--- config.mk ---
export PLATFORM = sky130hd
export DESIGN_NAME = linefill_engine
export DESIGN_NICKNAME = d
export VERILOG_FILES = /design/src/rtl/linefill_engine.sv
export SDC_FILE = /design/constraint.sdc
export NUM_CORES = 1
export LEC_CHECK = 0
export CAP_MARGIN = 30
export CELL_PAD_IN_SITES_DETAIL_PLACEMENT = 1
export CELL_PAD_IN_SITES_GLOBAL_PLACEMENT = 1
export CORE_MARGIN = 5
export CORE_UTILIZATION = 37
export DETAILED_ROUTE_END_ITERATION = 16
export GPL_ROUTABILITY_DRIVEN = 0
export PLACE_DENSITY = 0.81
export SYNTH_ARGS = -nofsm -noshare
export SYNTH_HDL_FRONTEND = slang
export SYNTH_SLANG_ARGS = --single-unit
--- constraint.sdc ---
create_clock -name nGCLK -period 3.2 [get_ports nGCLK]
set_input_delay 0.64 -clock nGCLK [delete_from_list [all_inputs] [get_ports nGCLK]]
set_output_delay 0.64 -clock nGCLK [all_outputs]
set_load 0.01 [all_outputs]
--- src/rtl/linefill_engine.sv ---
`default_nettype none
// ============================================================================
// Module      : linefill_engine
// Description : Critical-word-first cache line fill. Collects eight 32-bit
//               beats into one 256-bit line, then issues a single RAM write.
// Revision    : 1.0 - initial release
// ============================================================================
module linefill_engine #(
  parameter int LSS = 8,
  parameter int NL  = 256
) (
  input  logic           nGCLK,
  input  logic           reset,
  input  logic           fill_req,
  input  logic [LSS-1:0] fill_line,
  input  logic [2:0]     fill_word,
  output logic           fill_busy,
  input  logic           mem_valid,
  input  logic [31:0]    mem_data,
  output logic           mem_ready,
  output logic           crit_valid,
  output logic [31:0]    crit_data,
  output logic [LSS-1:0] write_sel,
  output logic [255:0]   write_port,
  output logic           wr_ena,
  output logic           fill_done
);

  typedef enum logic [1:0] {
    ST_IDLE  = 2'd0,
    ST_FILL  = 2'd1,
    ST_WRITE = 2'd2
  } state_t;

  // Keeps the latched line index inside the NL-line array.
  localparam logic [LSS-1:0] c_LINE_MASK = LSS'(NL - 1);

  state_t         state_q,      state_d;
  logic [LSS-1:0] line_q,       line_d;
  logic [2:0]     word_q,       word_d;
  logic [2:0]     cnt_q,        cnt_d;
  logic [255:0]   line_buf_q,   line_buf_d;
  logic           crit_valid_q, crit_valid_d;
  logic [31:0]    crit_data_q,  crit_data_d;
  logic [LSS-1:0] wsel_q,       wsel_d;
  logic [255:0]   wport_q,      wport_d;
  logic [2:0]     slot;

  // Wrap-around slot placement gives critical-word-first ordering.
  assign slot = word_q + cnt_q;

  always_comb begin
    state_d      = state_q;
    line_d       = line_q;
    word_d       = word_q;
    cnt_d        = cnt_q;
    line_buf_d   = line_buf_q;
    crit_valid_d = 1'b0;
    crit_data_d  = crit_data_q;
    wsel_d       = wsel_q;
    wport_d      = wport_q;
    case (state_q)
      ST_IDLE: begin
        if (fill_req) begin
          line_d  = fill_line & c_LINE_MASK;
          word_d  = fill_word;
          cnt_d   = 3'd0;
          state_d = ST_FILL;
        end
      end
      ST_FILL: begin
        if (mem_valid) begin
          line_buf_d[{slot, 5'b00000} +: 32] = mem_data;
          cnt_d = cnt_q + 3'd1;
          if (cnt_q == 3'd0) begin
            crit_data_d  = mem_data;
            crit_valid_d = 1'b1;
          end
          // The output line register only changes when a fill completes.
          if (cnt_q == 3'd7) begin
            wsel_d  = line_q;
            wport_d = line_buf_d;
            state_d = ST_WRITE;
          end
        end
      end
      ST_WRITE: state_d = ST_IDLE;
      default:  state_d = ST_IDLE;
    endcase
  end

  always_ff @(posedge nGCLK) begin
    if (reset) begin
      state_q      <= ST_IDLE;
      line_q       <= '0;
      word_q       <= 3'd0;
      cnt_q        <= 3'd0;
      line_buf_q   <= '0;
      crit_valid_q <= 1'b0;
      crit_data_q  <= 32'd0;
      wsel_q       <= '0;
      wport_q      <= '0;
    end else begin
      state_q      <= state_d;
      line_q       <= line_d;
      word_q       <= word_d;
      cnt_q        <= cnt_d;
      line_buf_q   <= line_buf_d;
      crit_valid_q <= crit_valid_d;
      crit_data_q  <= crit_data_d;
      wsel_q       <= wsel_d;
      wport_q      <= wport_d;
    end
  end

  assign fill_busy  = (state_q != ST_IDLE);
  assign mem_ready  = (state_q == ST_FILL);
  assign wr_ena     = (state_q == ST_WRITE);
  assign fill_done  = (state_q == ST_WRITE);
  assign crit_valid = crit_valid_q;
  assign crit_data  = crit_data_q;
  assign write_sel  = wsel_q;
  assign write_port = wport_q;

endmodule
`default_nettype wire

# [Word level (Yosys, flattened, before mapping)]
# Cells that the tools add are included.
[totals] latch_bits=0 n_memories=0 rom_bits=0 ff_bits=569 input_bits=47 mem_bits_rw=0 output_inout_bits=301
[classes] muxes=9 order_cmp=0 mul=0 div=0 n_reduce_logical=11 n_eq_ne=6 n_bitwise=2 shift=2 addsub=3
[op_table] operator="$bwmux W256" count=1
[op_table] operator="$shift A32 B10 Y256 const A" count=1
[op_table] operator="$shiftx A32 B10 Y256" count=1
[op_table] operator="$reduce_and A3 Y1" count=4
[op_table] operator="$neg A8 Y10" count=1
[op_table] operator="$mux W2" count=3
[op_table] operator="$mux W3" count=2
[op_table] operator="$pmux W3 S2" count=1
[op_table] operator="$ne A2 B2 Y1 const B" count=2
[op_table] operator="$pmux W2 S2" count=1
[op_table] operator="$reduce_and A2 Y1" count=2
[op_table] operator="$reduce_bool A2 Y1" count=2
[op_table] operator="$add A3 B1 Y3 const B" count=1
[op_table] operator="$add A3 B3 Y3" count=1
[op_table] operator="$eq A3 B3 Y1 const B" count=1
[op_table] operator="$logic_not A3 Y1" count=1
[op_table] operator="$reduce_or A3 Y1" count=1
[op_table] operator="$eq A2 B1 Y1 const B" count=1
[op_table] operator="$eq A2 B2 Y1 const B" count=1
[op_table] operator="$logic_not A2 Y1" count=1
[op_table] operator="$ne A2 B1 Y1 const B" count=1
[op_table] operator="$not A1 Y1" count=2
[op_table] operator="$mux W1" count=1

# [Longest topological paths before layout]
# Gate-level depths: netlist (run 1).
[depth] word_depth=4 depth_mapped=13 ltp_nobuf=8

# [Least setup slack after synthesis (run 1)]
# No wires, ideal clock.
[synth_path] path_type="flip-flop to flip-flop" startpoint="register cnt_q[0]" endpoint="register wport_q[199], in the netlist write_port[199]" t_arrival_ns=3.340 path_stages_with_launch=12 setup_slack_ns=-0.276 required_ns=3.064 cell_sequence="dfxtp_1 ha_1 fa_1 inv_1 buf_2 clkbuf_1 ha_1 ha_1 or4b_4 clkbuf_1 a2111oi_0 a211oi_1"
[synth_between] elab_chain_cells=4 elab_cells_between_ends=7 classes_between="add/sub: 2; eq/ne: 1; shift: 2; mux: 1; reduce/logical: 1"
[synth_lines] item="from (decl)" line="41" rtl="logic [2:0] cnt_q, cnt_d;"
[synth_lines] item="from (signal assigned)" line="107" rtl="cnt_q <= cnt_d;"
[synth_lines] item="$add A3 B3 Y3" line="50" rtl="assign slot = word_q + cnt_q;"
[synth_lines] item="$neg A8 Y10" line="73" rtl="line_buf_d[{slot, 5'b00000} +: 32] = mem_data;"
[synth_lines] item="$shiftx A32 B10 Y256 or $shift A32 B10 Y256 (tied branches)" line="73"
[synth_lines] item="$bwmux W256" line="73"
[synth_lines] item="to (signal assigned)" line="112" rtl="wport_q <= wport_d;"
[synth_lines] item="to (decl)" line="46" rtl="logic [255:0] wport_q, wport_d;"
# Several ways; a longest one is shown, not always the timed one.
# A chain may end at the register's enable or synchronous reset.

# [Final worst setup path (run 1)]
[layout_path] startpoint="register word_q[0]" endpoint="register line_buf_q[204]"
[layout_between] elab_chain_cells=4 elab_cells_between_ends=5 classes_between="add/sub: 2; shift: 2; mux: 1"
[layout_lines] item="from (decl)" line="40" rtl="logic [2:0] word_q, word_d;"
[layout_lines] item="from (signal assigned)" line="106" rtl="word_q <= word_d;"
[layout_lines] item="$add A3 B3 Y3 *" line="50"
[layout_lines] item="$neg A8 Y10 *" line="73"
[layout_lines] item="$shiftx A32 B10 Y256 or $shift A32 B10 Y256 (tied branches)" line="73"
[layout_lines] item="$bwmux W256 *" line="73"
[layout_lines] item="to (signal assigned)" line="108" rtl="line_buf_q <= line_buf_d;"
[layout_lines] item="to (decl)" line="42" rtl="logic [255:0] line_buf_q, line_buf_d;"
# Mark *: on every way between the ends. The rest lies on a longest branch, timed or not.

==> impl_metrics.ini, run 1 <==
[placement]
dpl.hpwl_um = 61700
placed_area_mm2 = 0.0290
port-buffer-count = 347

[route]
vias = 23300
routed_wl_um = 97800
antenna_left = 0
wl_per_cell_um = 25.0
first_pass_iters = 7
initialDrtViolationCount = 1763
drc_errors = 0
via_per_inst = 5.94

[power]
clockPowerShare_pct = 45.4
ir_drop_v = 0.000438
p_sw_share_pct = 25.8
p_leak_nw = 10.8
p_comb_share_pct = 8.9
internal_power_mw = 11.6
p_switching_mw = 4.04
pwr_density_cell_mw_per_mm2 = 502
seqPwrFrac_pct = 45.7

[logic_synthesis]
synth_top_area_share_pct = 46.2
ys_types = 52
ys_top_cells_by_area = dfxtp_1, a311oi_1, mux2i_1
synthArstFlopShare_pct = 0
muxShareOfSynthArea_pct = 5.20
synth_top_family_by_area = compound AO/OA/AOI/OAI gates
synth_edf_count = 0
ys_ff_latch = 569
synth-xor-area-share_pct = 0.102
netlist_instances = 2832
seq_area_frac_synth_pct = 46.2
synth.most_common_cell = dfxtp_1
ys.flop_type = dfxtp_1
synth_fa_ha_area_share_pct = 0.437
ys_top_cells_by_count = dfxtp_1, nand2_1, nor2_1, clkbuf_1, a21oi_1
synth_top_area_cell = dfxtp_1
synth_compound_area_share_pct = 23.6
synth-simple-area-share_pct = 17.9
yosysWarnings = 0
syn-num-nets = 2887
syn_area_mm2 = 0.0247
syn_area_per_cell_um2 = 8.70

[sta]
finalSetupViolCount = 0
skew_ns = 0.0331
timing.fmax_mhz = 316
worst_pin_slew_ns = 1.04
holdWs_ns = 0.449
slew_headroom_pct = 30.7
slew_viol_final = 0
rsz0062_at_grt = true
min_period_ns = 3.17
hold_violations = 0
final.period_utilization_pct = 98.9

[clock_network]
cts_buffer_depth = 3
clk_latency_ns = 0.63
clkTransAtPathRegs_ns = 0.06
cts_buffers = 61
clock-sinks = 569
cts_root_buf = clkbuf_16
cts_tree = built
htree_levels = 2

[setup_path]
path_common_cell = ha_4
path_depth = 9
path_class = flop to flop
crit_arrival_ns = 3.70
cpPeakStageDelay_ns = 0.67
worstSetupEndpointType = flop
cp-start-kind = flop
crit_required_ns = 3.74
cp_slowest_cell = or4b_4
cp_num_buf_inv = 2
rr_worst_depth = 9
cp_max_fo = 27
path_cells = ha_2, fa_2, inv_4, ha_4, ha_4, or4b_4, a211oi_4, buf_12, mux2i_1
crit_family = adder cells

[floorplan]
dieWidth_um = 268
rows = 94
ios = 348
start_util_pct = 37.4
die_area_mm2 = 0.0719
die_h_um = 268
core_area_mm2 = 0.0659

[global_route]
overflow = 0
grt_pass1_wl_um = 146000
antenna_found_initial = 5
first_global_vias = 24200
grt_start_max_net_pins = 132
grt.total_usage_pct = 25.7

[layout]
syn2layout_area_growth_pct = 26.6
drive_gt1_share_pct = 8.94
final_core_util_pct = 47.4
nets = 3059
final_area_mm2 = 0.0312

[flow_run]
drv_cap = 0

[worst_hold_path]
hold-path-cell-count = 2
hp-class = flop to flop

[run_status]
status = finished, final reports clean
## worst reg2reg max path, cell delays in order (launching register included)
cell and delay (ns):
dfxtp_2 0.33, ha_2 0.19, fa_2 0.58, inv_4 0.06
ha_4 0.17, ha_4 0.27, or4b_4 0.67, a211oi_4 0.25
buf_12 0.26, mux2i_1 0.29
## through the flow
stage	total power [mW]	setup TNS [ns]	std cells	setup WS, ns
2_1_floorplan	8.07	-0.235	2832	-0.0164
3_3_place_gp	8.57	0	3797	0.0618
3_5_place_dp	8.62	0	3798	0.00320
4_1_cts	15.7	0	3911	0.0105
5_1_grt	16.1	-0.0788	3919	-0.0402
6_report	15.7	0	3920	0.0340
## cell type report
| cell class | instances | area (um2) |
|---|---|---|
| sequential | 569 | 11400 |
| timing repair buffer | 458 | 4800 |
| fill | 7384 | 34700 |
| tap | 864 | 1080 |
| clock buffer | 89 | 1770 |
| inverter | 6 | 27.5 |
| clock inverter | 22 | 211 |
| multi-input combinational | 1908 | 11900 |
| antenna | 4 | 10.0 |
## placed cells by master, fill, tap and decap left out, types with 12 or more instances in the layout
master and instances:
a2111oi_0 44, a2111oi_1 22, a2111oi_2 29, a211oi_1 95, a21oi_1 183, a311oi_1 160, buf_12 34, buf_4 72
clkbuf_1 15, clkbuf_16 64, clkbuf_8 12, clkdlybuf4s50_1 346, clkinv_2 13, dfxtp_1 568, mux2i_1 128, nand2_1 298
nand2b_1 160, nand3_1 163, nand4_1 32, nor2_1 258, o21ai_0 160, o21bai_1 96, o31ai_1 31
## sequential cells by signal (all words and copies together) (netlist names)
register,flops
line_buf_q,256
write_port,256
cnt_q,3
crit_data,32
state_q,2
write_sel,8
crit_valid,1
line_q,8
word_q,3
## path summary, 6_finish.rpt
path | from | end | slack [ns]
setup / recovery | word_q[0] | line_buf_q[204] | 0.03
hold / removal | line_q[4] | write_sel[4] | 0.45
setup reg to reg | word_q[0] | line_buf_q[204] | 0.03
hold reg to reg | line_q[4] | write_sel[4] | 0.45
## logic make-up (layout without fill, tap and decap cells)
family	count (synthesis)	in the layout
other	0	4
multiplexers	128	128
AO/OA/AOI/OAI	831	831
adder cells (fa/ha/maj)	8	8
buffers and inverters	355	575
AND/OR/NAND/NOR	940	940
XOR/XNOR	1	1
flip-flops	569	569
## layer usage
metal / vias to the layer above / GRT usage, % / wire length (um) / share of wire, %
li1: 10500 / - / - / -
met2: 763 / 44.1 / 48300 / 49
met4: 0 / 13.1 / 5450 / 5.6
met1: 11700 / 30.4 / 37700 / 39
met3: 299 / 5.43 / 6360 / 6.5
met5: - / 0 / 0 / 0
## power groups by stage
stage          registers, mW  logic, mW  clock network [mW]
2_1_floorplan           7.31      0.756                   0
3_3_place_gp            7.31       1.26                   0
3_5_place_dp            7.31       1.31                   0
4_1_cts                 7.16       1.32                7.18
5_1_grt                 7.16       1.46                7.51
6_report                7.16       1.40                7.11
## repair_timing
action                                 4_1_cts  5_1_grt
cloned                                       0        2
setup endpoints to repair                    8       67
buffers inserted                             2        3
endpoints found under the hold margin        0        0
hold buffers                                 0        0
gates resized for setup                      6       29
pin swaps                                    0        3
No activity file was read; power rests on OpenSTA's default activity.
==> inputs of run 2 (changes only) <==
--- a/config.mk
+++ b/config.mk
@@ -15,2 +15,3 @@
 export PLACE_DENSITY = 0.81
+export SETUP_SLACK_MARGIN = 0.1
 export SYNTH_ARGS = -nofsm -noshare
--- a/constraint.sdc
+++ b/constraint.sdc
@@ -3,2 +3,2 @@
 set_output_delay 0.64 -clock nGCLK [all_outputs]
-set_load 0.01 [all_outputs]
+set_load 0.05 [all_outputs]
==> impl_metrics.ini, run 2 (synthesized netlist as in run 1, its figures left out) <==
[floorplan]
core_area_mm2 = 0.0659
ios = 348
die_area_mm2 = 0.0719
die_h_um = 268
rows = 94
dieWidth_um = 268
start_util_pct = 37.4

[clock_network]
cts_buffer_depth = 3
cts_tree = built
htree_levels = 2
cts_root_buf = clkbuf_16
ctsHoldBuffers = 0
clkTransAtPathRegs_ns = 0.06
clock-sinks = 569
cts_buffers = 61
clk_latency_ns = 0.64

[setup_path]
cp-start-kind = flop
cp_max_fo = 9
crit_arrival_ns = 3.61
worstSetupEndpointType = flop
path_class = flop to flop
crit_required_ns = 3.75

[power]
clockPowerShare_pct = 46.3
internal_power_mw = 11.9
p_switching_mw = 4.13
p_comb_share_pct = 9.1
seqPwrFrac_pct = 44.6
p_sw_share_pct = 25.7
ir_drop_v = 0.000411
pwr_density_cell_mw_per_mm2 = 510
p_leak_nw = 10.8

[placement]
dp.cells = 3807
dpl.hpwl_um = 61300
port-buffer-count = 347
pre_cts_ws_ns = 0.0752

[sta]
timing.fmax_mhz = 326
worst_pin_slew_ns = 1.03
finalSetupViolCount = 0
finalWorstSetupSlack_ns = 0.136
hold_violations = 0
min_period_ns = 3.06
final.period_utilization_pct = 95.8
rsz0062_at_grt = true
skew_ns = 0.0217
slew_headroom_pct = 30.9
setup_tns_ns = 0
slew_viol_final = 0

[flow_run]
drv_cap = 0

[global_route]
antenna_found_initial = 1
first_global_vias = 23800
overflow = 0
grt.total_usage_pct = 25.3
grt_pass1_wl_um = 144000
grt_start_max_net_pins = 132

[route]
initialDrtViolationCount = 1875
first_pass_iters = 5
wl_per_cell_um = 24.8
drc_errors = 0
via_per_inst = 5.93
antenna_left = 0
routed_wl_um = 97400
vias = 23300

[layout]
num_antenna_cells = 0
seq_area_mm2 = 0.0114
fin_cells = 3923
multi_input_area_mm2 = 0.0120
layout_commonest_cell = dfxtp_1
nets = 3070
drive_gt1_share_pct = 10.1
syn2layout_area_growth_pct = 27.7
final_cell_mix = dfxtp_1, clkdlybuf4s50_1, nand2_1
fill_cells = 7456

[run_status]
status = finished, final reports clean

[worst_hold_path]
hp-class = flop to flop
## run 2: final timing paths
check	startpoint	to	slack, ns	cells past startpoint
setup / recovery	cnt_q[0]	line_buf_q[157]	0.14	10
hold / removal	line_q[2]	line_q[2]	0.46	2
setup reg to reg	cnt_q[0]	line_buf_q[157]	0.14	10
hold reg to reg	line_q[2]	line_q[2]	0.46	2
## run 2: power groups by stage
stage          registers, mW  logic (mW)  clock network [mW]
3_5_place_dp            7.32        1.38                   0
3_3_place_gp            7.31        1.34                   0
6_report                7.16        1.46                7.43
2_1_floorplan           7.36       0.800                   0
4_1_cts                 7.16        1.39                7.54
5_1_grt                 7.16        1.52                7.80
## run 2: per-stage QoR
step	power (mW)	instance area, um2	hold WS (ns)	utilization (%)
CTS	16.1	31300	0.458	47.5
floorplan	8.16	25000	0.432	-
finish	16.1	31500	0.460	47.8
detailed placement	8.69	29200	0.455	44.3
global placement	8.65	29200	0.437	44.3
global route	16.5	31500	0.470	47.8
## run 2: worst max-delay path, stage by stage (launching register included)
cell      delay [ns]
dfxtp_2         0.35
ha_4            0.16
fa_2            0.56
inv_4           0.05
ha_4            0.17
ha_4            0.30
or4b_4          0.58
buf_16          0.20
a211oi_4        0.21
buf_6           0.16
mux2i_2         0.22
## run 2: final cells by class
class	count	area share, %
multi-input cells	1908	38.2
inverters	6	0.0875
repair buffers	469	15.4
clock inverters	22	0.950
flip-flops and latches	569	36.2
well taps	864	3.43
clock buffers	85	5.68
## run 2: repair_timing
item / 4_1_cts / 5_1_grt
setup buffers: 1 / 3
cloned: 0 / 5
pin swaps: 1 / 5
gates resized for setup: 5 / 17
setup endpoints to repair: 14 / 89
## run 2: routing by layer
layer	part of all wire (%)	GRT usage, %
met1	39	30.2
met2	50	44.2
met3	6.4	5.18
met4	4.5	11.1
met5	0	0
==> inputs of run 3 (changes only) <==
Settings changed: CORE_ASPECT_RATIO set to 1.5.
==> impl_metrics.ini, run 3 (synthesized netlist as in run 1, its figures left out) <==
[setup_path]
crit_required_ns = 3.75
path_class = flop to flop
crit_arrival_ns = 3.65
cp_max_fo = 9
r2r-end = line_buf_q[201]
cp_slowest_cell = or4b_4
ff2ff_setup_slack_ns = 0.09
worstSetupEndpointType = flop
r2r_start = cnt_q[0]
path_common_cell = ha_4
cp-start-kind = flop
rr_worst_depth = 10
cpPeakStageDelay_ns = 0.64
path_cells = ha_4, fa_2, inv_4, ha_4, ha_4, or4b_4, a211oi_4, buf_6, buf_12, mux2i_2

[global_route]
overflow = 0
grt_pass1_wl_um = 149000
grt.total_usage_pct = 26.2
grt_start_max_net_pins = 158
antenna_found_initial = 4
first_global_vias = 24200

[power]
pwr_density_cell_mw_per_mm2 = 497
ir_drop_v = 0.000399
p_leak_nw = 10.8

[route]
first_pass_iters = 6
vias = 23400
routed_wl_um = 100000
wl_per_cell_um = 25.5
via_per_inst = 5.95
antenna_left = 0
initialDrtViolationCount = 1991
drc_errors = 0

[floorplan]
ios = 348
die_h_um = 326
die_area_mm2 = 0.0720
start_util_pct = 37.1
core_area_mm2 = 0.0665
rows = 116
dieWidth_um = 221

[sta]
min_period_ns = 3.11
timing.fmax_mhz = 322
skew_ns = 0.0146
finalSetupViolCount = 0
rsz0062_at_grt = true
worst_pin_slew_ns = 1.03
setup_tns_ns = 0
finalWorstSetupSlack_ns = 0.0942
slew_viol_final = 0
slew_headroom_pct = 31.0
final.period_utilization_pct = 97.1
hold_violations = 0

[layout]
drive_gt1_share_pct = 9.97
nets = 3061
syn2layout_area_growth_pct = 27.4
final_cell_mix = dfxtp_1, clkdlybuf4s50_1, nand2_1
fin_cells = 3935
layout_commonest_cell = dfxtp_1

[placement]
dpl.hpwl_um = 63300
dp.cells = 3825
pre_cts_ws_ns = 0.0543
port-buffer-count = 347

[clock_network]
cts_tree = built
clock-sinks = 569
cts_buffer_depth = 3
clkTransAtPathRegs_ns = 0.06
cts_root_buf = clkbuf_16
clk_latency_ns = 0.64
htree_levels = 2
cts_buffers = 56
ctsHoldBuffers = 0

[flow_run]
drv_cap = 0

[run_status]
status = finished, final reports clean

[worst_hold_path]
hold-path-cell-count = 2
worstHoldStart = line_q[5]
hp-class = flop to flop
whs_endpoint = write_sel[5]
==> run 3: metal layers <==
layer | vias up | part of all wire, % | global-route usage (%)
met2 | 870 | 47 | 42.6
met4 | 0 | 6.2 | 14.9
met3 | 207 | 6.6 | 4.37
met1 | 11800 | 40 | 32.8
met5 | - | 0 | 0
li1 | 10500 | - | -
==> run 3: cell type report <==
cell class              count  area [um2]
fillers                  7647       35100
diodes                      2        5.00
repair buffers            465        4850
inverters                   6        27.5
flip-flops and latches    569       11400
multi-input cells        1908       12100
well taps                 885        1110
clock buffers              80        1630
clock inverters            20         280
==> run 3: per-stage QoR <==
step	util (%)	instance area, um2	hold slack, ns	power (mW)
2_1_floorplan	-	25000	0.432	8.16
3_3_place_gp	43.9	29200	0.436	8.68
3_5_place_dp	43.9	29200	0.450	8.73
4_1_cts	46.9	31200	0.460	15.7
5_1_grt	47.2	31400	0.486	16.0
6_report	47.2	31400	0.461	15.6
==> run 3: worst max-delay path by stage <==
stage                          from               to  slack, ns  depth (start not counted)
final                      cnt_q[0]  line_buf_q[201]       0.09                         10
after global routing       cnt_q[0]  line_buf_q[201]       0.03                         10
after CTS                  cnt_q[0]  write_port[218]       0.09                          9
after detailed placement   cnt_q[0]  write_port[221]       0.05                          9
after global placement    word_q[0]  write_port[222]       0.15                          9
after floorplan            cnt_q[0]  write_port[137]        0.1                         12
==> run 3: timing repair <==
item | 4_1_cts | 5_1_grt
pin swaps | 1 | 4
endpoints found under the setup margin | 6 | 134
resized for setup | 4 | 21
endpoints found under the hold margin | 0 | 0
gates cloned | 1 | 4
buffers inserted | 2 | 1
==> run 3: worst max-delay path: cells and delay by family, from the launching register on <==
family                     cells  cell delay (ns)
adders and majority gates      4             1.14
and+or+nand+nor                1             0.64
buffers and inverters          3             0.38
DFF                            1             0.37
AOI/OAI and AO/OA              1             0.25
muxes                          1             0.25
==> run 3: power by group <==
group          internal (mW)  switching (mW)  leakage, nW  total (mW)
Combinational          0.423            1.04         5.24        1.46
Sequential              7.13          0.0317         4.59        7.16
Clock                   4.02            2.95        0.952        6.98
Total                   11.6            4.02         10.8        15.6
